$ cat src/rtl/fft_stage2_reorder.sv
// Last radix-2^2 SDF stage of the 16-point FFT: BF1/BF2 butterflies on 4-sample groups,
// round/saturate to the output format, then bit-reversed to natural order via ping-pong banks.
module fft_stage2_reorder #(
  parameter int unsigned N             = 16,
  parameter int unsigned INT_WIDTH_in  = 8,
  parameter int unsigned FRA_WIDTH_in  = 16,
  parameter int unsigned INT_WIDTH_out = 8,
  parameter int unsigned FRA_WIDTH_out = 8
) (
  input  logic                                   clk,
  input  logic                                   rst,
  input  logic                                   di_en,
  input  logic [INT_WIDTH_in+FRA_WIDTH_in-1:0]   di_re,
  input  logic [INT_WIDTH_in+FRA_WIDTH_in-1:0]   di_im,
  output logic                                   do_en,
  output logic [INT_WIDTH_out+FRA_WIDTH_out-1:0] do_re,
  output logic [INT_WIDTH_out+FRA_WIDTH_out-1:0] do_im
);

  localparam int unsigned IW    = INT_WIDTH_in + FRA_WIDTH_in;
  localparam int unsigned OW    = INT_WIDTH_out + FRA_WIDTH_out;
  localparam int unsigned BW    = IW + 2;
  localparam int unsigned Shift = FRA_WIDTH_in - FRA_WIDTH_out;
  localparam int unsigned LogN  = $clog2(N);

  localparam logic        [BW:0] RoundK = {{BW{1'b0}}, 1'b1} << (Shift - 1);
  localparam logic signed [BW:0] OutMax = {{(BW + 2 - OW){1'b0}}, {(OW - 1){1'b1}}};
  localparam logic signed [BW:0] OutMin = {{(BW + 2 - OW){1'b1}}, {(OW - 1){1'b0}}};

  typedef logic signed [BW-1:0] bw_t;
  typedef logic        [OW-1:0] ow_t;

  function automatic bw_t sext(input logic [IW-1:0] v);
    return {{2{v[IW-1]}}, v};
  endfunction

  function automatic logic [LogN-1:0] bitrev(input logic [LogN-1:0] a);
    logic [LogN-1:0] r;
    for (int unsigned i = 0; i < LogN; i++) r[i] = a[LogN-1-i];
    return r;
  endfunction

  // Half-up rounding needs one guard bit above the butterfly width before the shift.
  function automatic ow_t round_sat(input bw_t v);
    logic signed [BW:0] s;
    logic signed [BW:0] sh;
    s  = $signed({v[BW-1], v}) + $signed(RoundK);
    sh = s >>> Shift;
    if (sh > OutMax) begin
      return OutMax[OW-1:0];
    end else if (sh < OutMin) begin
      return OutMin[OW-1:0];
    end
    return sh[OW-1:0];
  endfunction

  // Input register and group history
  logic [LogN-1:0] cnt_q;
  logic            in_vld_q;
  logic [LogN-1:0] in_pos_q;
  logic [IW-1:0]   in_re_q;
  logic [IW-1:0]   in_im_q;
  logic [IW-1:0]   hist_re_q [3];
  logic [IW-1:0]   hist_im_q [3];

  always_ff @(posedge clk or posedge rst) begin
    if (rst) begin
      cnt_q    <= '0;
      in_vld_q <= 1'b0;
      in_pos_q <= '0;
      in_re_q  <= '0;
      in_im_q  <= '0;
      for (int i = 0; i < 3; i++) begin
        hist_re_q[i] <= '0;
        hist_im_q[i] <= '0;
      end
    end else begin
      in_vld_q <= di_en;
      if (di_en) begin
        cnt_q    <= cnt_q + LogN'(1);
        in_pos_q <= cnt_q;
        in_re_q  <= di_re;
        in_im_q  <= di_im;
      end
      // hist[2] is the oldest sample, i.e. x0 when the current sample is x3
      if (in_vld_q) begin
        hist_re_q[0] <= in_re_q;
        hist_im_q[0] <= in_im_q;
        hist_re_q[1] <= hist_re_q[0];
        hist_im_q[1] <= hist_im_q[0];
        hist_re_q[2] <= hist_re_q[1];
        hist_im_q[2] <= hist_im_q[1];
      end
    end
  end

  // Butterflies for a full group, valid when the current input is x3
  bw_t x_re [4];
  bw_t x_im [4];
  bw_t a0_re, a0_im, a1_re, a1_im, b0_re, b0_im, b1_re, b1_im;
  bw_t bf_re [4];
  bw_t bf_im [4];
  logic grp_done;

  always_comb begin
    x_re[0] = sext(hist_re_q[2]);
    x_im[0] = sext(hist_im_q[2]);
    x_re[1] = sext(hist_re_q[1]);
    x_im[1] = sext(hist_im_q[1]);
    x_re[2] = sext(hist_re_q[0]);
    x_im[2] = sext(hist_im_q[0]);
    x_re[3] = sext(in_re_q);
    x_im[3] = sext(in_im_q);

    a0_re = x_re[0] + x_re[2];
    a0_im = x_im[0] + x_im[2];
    a1_re = x_re[1] + x_re[3];
    a1_im = x_im[1] + x_im[3];
    b0_re = x_re[0] - x_re[2];
    b0_im = x_im[0] - x_im[2];
    b1_re = x_re[1] - x_re[3];
    b1_im = x_im[1] - x_im[3];

    bf_re[0] = a0_re + a1_re;
    bf_im[0] = a0_im + a1_im;
    bf_re[1] = a0_re - a1_re;
    bf_im[1] = a0_im - a1_im;
    // -j*b1 = b1_im - j*b1_re
    bf_re[2] = b0_re + b1_im;
    bf_im[2] = b0_im - b1_re;
    bf_re[3] = b0_re - b1_im;
    bf_im[3] = b0_im + b1_re;

    grp_done = in_vld_q && (in_pos_q[1:0] == 2'd3);
  end

  // Butterfly and conversion pipeline registers
  logic            bf_vld_q, bf_last_q;
  logic [LogN-1:0] bf_pos_q;
  bw_t             bf_re_q [4];
  bw_t             bf_im_q [4];
  logic            cv_vld_q, cv_last_q;
  logic [LogN-1:0] cv_pos_q;
  ow_t             cv_re_q [4];
  ow_t             cv_im_q [4];

  always_ff @(posedge clk or posedge rst) begin
    if (rst) begin
      bf_vld_q  <= 1'b0;
      bf_last_q <= 1'b0;
      bf_pos_q  <= '0;
      cv_vld_q  <= 1'b0;
      cv_last_q <= 1'b0;
      cv_pos_q  <= '0;
      for (int k = 0; k < 4; k++) begin
        bf_re_q[k] <= '0;
        bf_im_q[k] <= '0;
        cv_re_q[k] <= '0;
        cv_im_q[k] <= '0;
      end
    end else begin
      bf_vld_q <= grp_done;
      if (grp_done) begin
        bf_last_q <= (in_pos_q == LogN'(N - 1));
        bf_pos_q  <= in_pos_q & ~LogN'(3);
        for (int k = 0; k < 4; k++) begin
          bf_re_q[k] <= bf_re[k];
          bf_im_q[k] <= bf_im[k];
        end
      end
      cv_vld_q <= bf_vld_q;
      if (bf_vld_q) begin
        cv_last_q <= bf_last_q;
        cv_pos_q  <= bf_pos_q;
        for (int k = 0; k < 4; k++) begin
          cv_re_q[k] <= round_sat(bf_re_q[k]);
          cv_im_q[k] <= round_sat(bf_im_q[k]);
        end
      end
    end
  end

  // Ping-pong reorder banks
  ow_t             bank_re [2][N];
  ow_t             bank_im [2][N];
  logic            wr_bank_q, rd_bank_q, rd_act_q;
  logic [LogN-1:0] rd_cnt_q;
  logic            frame_done;

  assign frame_done = cv_vld_q && cv_last_q;

  always_ff @(posedge clk) begin
    if (cv_vld_q) begin
      for (int k = 0; k < 4; k++) begin
        bank_re[wr_bank_q][bitrev(cv_pos_q | LogN'(k))] <= cv_re_q[k];
        bank_im[wr_bank_q][bitrev(cv_pos_q | LogN'(k))] <= cv_im_q[k];
      end
    end
  end

  always_ff @(posedge clk or posedge rst) begin
    if (rst) begin
      wr_bank_q <= 1'b0;
      rd_bank_q <= 1'b0;
      rd_act_q  <= 1'b0;
      rd_cnt_q  <= '0;
      do_en     <= 1'b0;
      do_re     <= '0;
      do_im     <= '0;
    end else begin
      do_en <= rd_act_q;
      if (rd_act_q) begin
        do_re    <= bank_re[rd_bank_q][rd_cnt_q];
        do_im    <= bank_im[rd_bank_q][rd_cnt_q];
        rd_cnt_q <= rd_cnt_q + LogN'(1);
        if (rd_cnt_q == LogN'(N - 1)) rd_act_q <= 1'b0;
      end else begin
        do_re <= '0;
        do_im <= '0;
      end
      // A freshly filled bank takes over the reader, so back-to-back frames stay contiguous
      if (frame_done) begin
        wr_bank_q <= ~wr_bank_q;
        rd_bank_q <= wr_bank_q;
        rd_act_q  <= 1'b1;
        rd_cnt_q  <= '0;
      end
    end
  end

endmodule
$ cat config.mk
export PLATFORM = sky130hd
export DESIGN_NAME = fft_stage2_reorder
export DESIGN_NICKNAME = d
export VERILOG_FILES = /design/src/rtl/fft_stage2_reorder.sv
export SDC_FILE = /design/constraint.sdc
export NUM_CORES = 2
export LEC_CHECK = 0
export CAP_MARGIN = 20
export CORE_MARGIN = 5
export CORE_UTILIZATION = 55
export CTS_CLUSTER_DIAMETER = 200
export DETAILED_ROUTE_END_ITERATION = 7
export GPL_ROUTABILITY_DRIVEN = 1
export PLACE_DENSITY = 0.86
export SLEW_MARGIN = 25
export SYNTH_ARGS = -nofsm -noshare
export SYNTH_HDL_FRONTEND = slang
export SYNTH_SLANG_ARGS = --single-unit
export TNS_END_PERCENT = 1
$ cat constraint.sdc
create_clock -name clk -period 22.3 [get_ports clk]
set_clock_uncertainty 0.1 [all_clocks]
set_input_delay 6.69 -clock clk [delete_from_list [all_inputs] [get_ports clk]]
set_output_delay 6.69 -clock clk [all_outputs]
set_load 0.05 [all_outputs]
==> metrics.md <==
| Metric | Value |
|---|---|
| Tot GR Track Use | 28.6% |
| # Max-Cap Violations | 0 |
| Top cells by area in the synthesized netlist | edfxtp_1, dfrtp_1, mux4_2 |
| Design area | 0.0884 mm² |
| Post-synthesis cell type count | 95 |
| Worst min path class | reg -> reg |
| Clk slew on worst S/H paths | 0.06 ns |
| First-pass GRT wire length | 337000 µm |
| Setup_tns | 0 ns |
| Ys async rst share | 34.1% |
| Starting Density | 55.3% |
| R2R Path End | bf_re_q[50]$_DFFE_PP0P_ |
| Critical path class | in -> async |
| Clock Path Buffers | 3 |
| GPL Wtd Cong | 0.963 |
| Port Buffers | 83 |
| Fmax | 108 MHz |
| Cells after synthesis | 6777 |
| Drc violations | 2 |
| Register area share after synthesis | 54.5% |
| H-Tree Depth | 4 |
| Clk_lat worst skew | 0.83 ns |
| Post-CTS Setup Bufs | 0 |
| Hold Vio Cnt, Final | 0 |
| Hold_buf cts | 0 |
| CTS Sinks | 1553 |
| Area post-placement | 0.0831 mm² |
| Mean Syn Cell Area | 11.9 µm² |
| R2R Setup Slk | 16.42 ns |
| I/O Pins | 84 |
| Area share of the leading cell type in the synthesized netlist | 38.1% |
| Violated checks | DRC |
| DR iter-0 viols | 7683 |
| Pre-Repair DR Iteration Count | 8 |
| Num CTS Buffers | 159 |
| Worst setup margin | 13.01 ns |
| Net count after synthesis | 7229 |
| Unrepaired setup endpoints after global routing | no |
| Total power | 13000 µW |
| Die height | 393 µm |
| Initial antenna violation count | 8 |
| Post-synth EDFFs | 1024 |
| Post-cts resize count | 0 |
| Tcrit/Tclk final | 41.7% |
| Total die area | 0.154 mm² |
| WP data required | 23.02 ns |
| Worst Setup EP | bf_re_q[39]$_DFFE_PP0P_ |
| Crit path max fanout | 111 |
| Worst path most repeated cell | buf_4 |
| Power Density | 147 mW/mm² |
| R2R depth | 19 |
| Final net count | 7184 |
| P&R area growth vs syn | 9.63% |
| Synthesized cell area | 0.0806 mm² |
| CP Launch Type | primary input |
| Outcome | complete, but fails checks |
| Antenna viol nets, final | 0 |
| CTS tree | done |
| Total routed wirelength | 221000 µm |
| Slew @ Worst Pin | 1.14 ns |
| Yosys top cell by area | edfxtp_1 |
| # fillers | 10500 |
| Critical register-to-register path startpoint | in_im_q[0]$_DFFE_PP0P_ |
| Core area | 0.146 mm² |
| Max stage delay on crit path | 0.78 ns |
| Largest net degree at the start of global routing | 261 |
| Crit-path slowest cell | buf_4 |
| Worst setup path startpoint | rst |
| Routed vias | 55900 |
| Setup slack after placement | 11.74 ns |
| Crit-path cells | clkdlybuf4s50_1 -> inv_8 -> buf_4 -> buf_6 -> buf_4 |
| Worst slew margin | 23.8% |
| Detail-routed via count per cell | 6.36 |
| GR Overflow Total | 0 |
| Critical hold path startpoint | cnt_q[3]$_DFFE_PP0P_ |
| Leak | 0.0333 µW |
| Synth warnings | 0 |
| Layout cell share with drive strength beyond 1 | 11.7% |
| Final Max Tran Viols | 0 |
| Peak VDD IR | 0.130 mV |
| Final min period | 9.29 ns |
| Yosys reg bits | 1553 |
| Worst setup EP type | async pin |
| FP Rows | 140 |
| Die X | 393 µm |
| WL/cell | 25.2 µm |
| Main flop type after synthesis | edfxtp_1 |
| Root Driver | clkbuf_16 |
| Dpl hpwl | 139000 µm |
| Vias in the first global route | 56100 |
| Final setup viols | 0 |
| Critical path arrival | 10.01 ns |
-- sequential cells by signal (all words and copies together), names as in the netlist, 2 cells and up --
name,cells
bank_im,512
bank_re,512
bf_im_q,76
bf_re_q,76
hist_im_q,72
hist_re_q,72
cv_im_q,64
cv_re_q,64
in_im_q,24
in_re_q,24
do_im,16
do_re,16
cnt_q,4
in_pos_q,4
rd_cnt_q,4
bf_pos_q,2
cv_pos_q,2
-- cell families (layout without fill, tap and decap cells) --
logic type	count (synthesis)	count (layout)	share of synthesized area, %
buf+inv	683	768	3.24
fa+ha+maj	401	401	6.30
other cells	0	4	0
compound gates	1189	1189	9.49
simple gates	2081	2081	11.1
mux	465	465	10.9
xor+xnor	405	405	4.40
flops	1553	1553	54.5
-- synth_stat cells (33+ instances only) --
library cell	count
a21o_1	34
a21oi_1	259
and3_1	43
buf_1	45
clkbuf_1	268
dfrtp_1	529
edfxtp_1	1024
ha_1	393
inv_1	341
mux2_2	104
mux2i_1	41
mux4_2	320
nand2_1	1262
nand2b_1	52
nand3_1	86
nand4_1	33
nor2_1	307
nor2b_1	77
nor3_1	78
o211ai_1	116
o21a_1	128
o21ai_0	359
o21bai_1	61
o31ai_1	38
xnor2_1	277
xor2_1	128
-- power breakdown --
group / internal, µW / leakage (µW) / switching (µW)
clock: 1490 / 0.00251 / 1180
sequential: 3820 / 0.0155 / 691
combinational: 2290 / 0.0152 / 3550
-- critical path: cells and delay by family --
family	cells	cell delay, ns
buffers and inverters	5	3.11
-- metal layers --
metal / global-route usage, % / vias to the layer above / part of all wire [%]
met4: 14.2 / 6 / 5.5
li1: - / 24300 / -
met1: 36.7 / 27000 / 36
met5: 0 / - / 0.031
met3: 6.95 / 856 / 11
met2: 46.1 / 3744 / 47
-- cell type report --
class	count	area, µm²	area share, %
multi-input combinational	4541	34200	38.6
timing repair buffer	133	1360	1.53
inverter	344	1300	1.47
sequential	1553	44000	49.8
tap	1917	2400	2.71
clock buffer	195	4240	4.79
antenna	4	10.0	0.0113
clock inverter	96	933	1.06
-- how the worst min path moves through the flow --
| stage | endpoint | slack (ns) | cells after the start |
|---|---|---|---|
| 3_5_place_dp | bf_pos_q[2]$_DFFE_PP0P_ | 0.37 | 2 |
| 5_1_grt | cnt_q[3]$_DFFE_PP0P_ | 0.40 | 1 |
| 2_1_floorplan | cv_vld_q$_DFF_PP0_ | 0.25 | 0 |
| 6_report | cnt_q[3]$_DFFE_PP0P_ | 0.38 | 1 |
| 3_3_place_gp | bf_last_q$_DFFE_PP0P_ | 0.35 | 2 |
| 4_1_cts | cnt_q[3]$_DFFE_PP0P_ | 0.37 | 1 |
-- placed cells by master (no fill, tap or decap), drive strengths merged, types with 48 or more instances in the layout --
| cell type | count |
|---|---|
| clkinv | 67 |
| clkbuf | 198 |
| inv | 353 |
| nand2b | 52 |
| o21a | 128 |
| nor3 | 78 |
| clkdlybuf4s50 | 82 |
| nand2 | 1262 |
| a21oi | 264 |
| xnor2 | 277 |
| mux4 | 320 |
| o211ai | 117 |
| ha | 393 |
| xor2 | 128 |
| o21bai | 61 |
| edfxtp | 1024 |
| nand3 | 86 |
| dfrtp | 529 |
| nor2 | 307 |
| o21ai | 368 |
| nor2b | 77 |
| mux2 | 104 |
| buf | 48 |
-- per-stage QoR --
step,std cells,utilization [%],hold WS (ns)
global route,8779,60.7,0.397
finish,8783,60.7,0.376
detailed placement,8483,57.0,0.366
CTS,8774,60.6,0.375
global placement,8481,57.0,0.355
floorplan,6777,-,0.252
No activity file was read; power rests on OpenSTA's default activity.
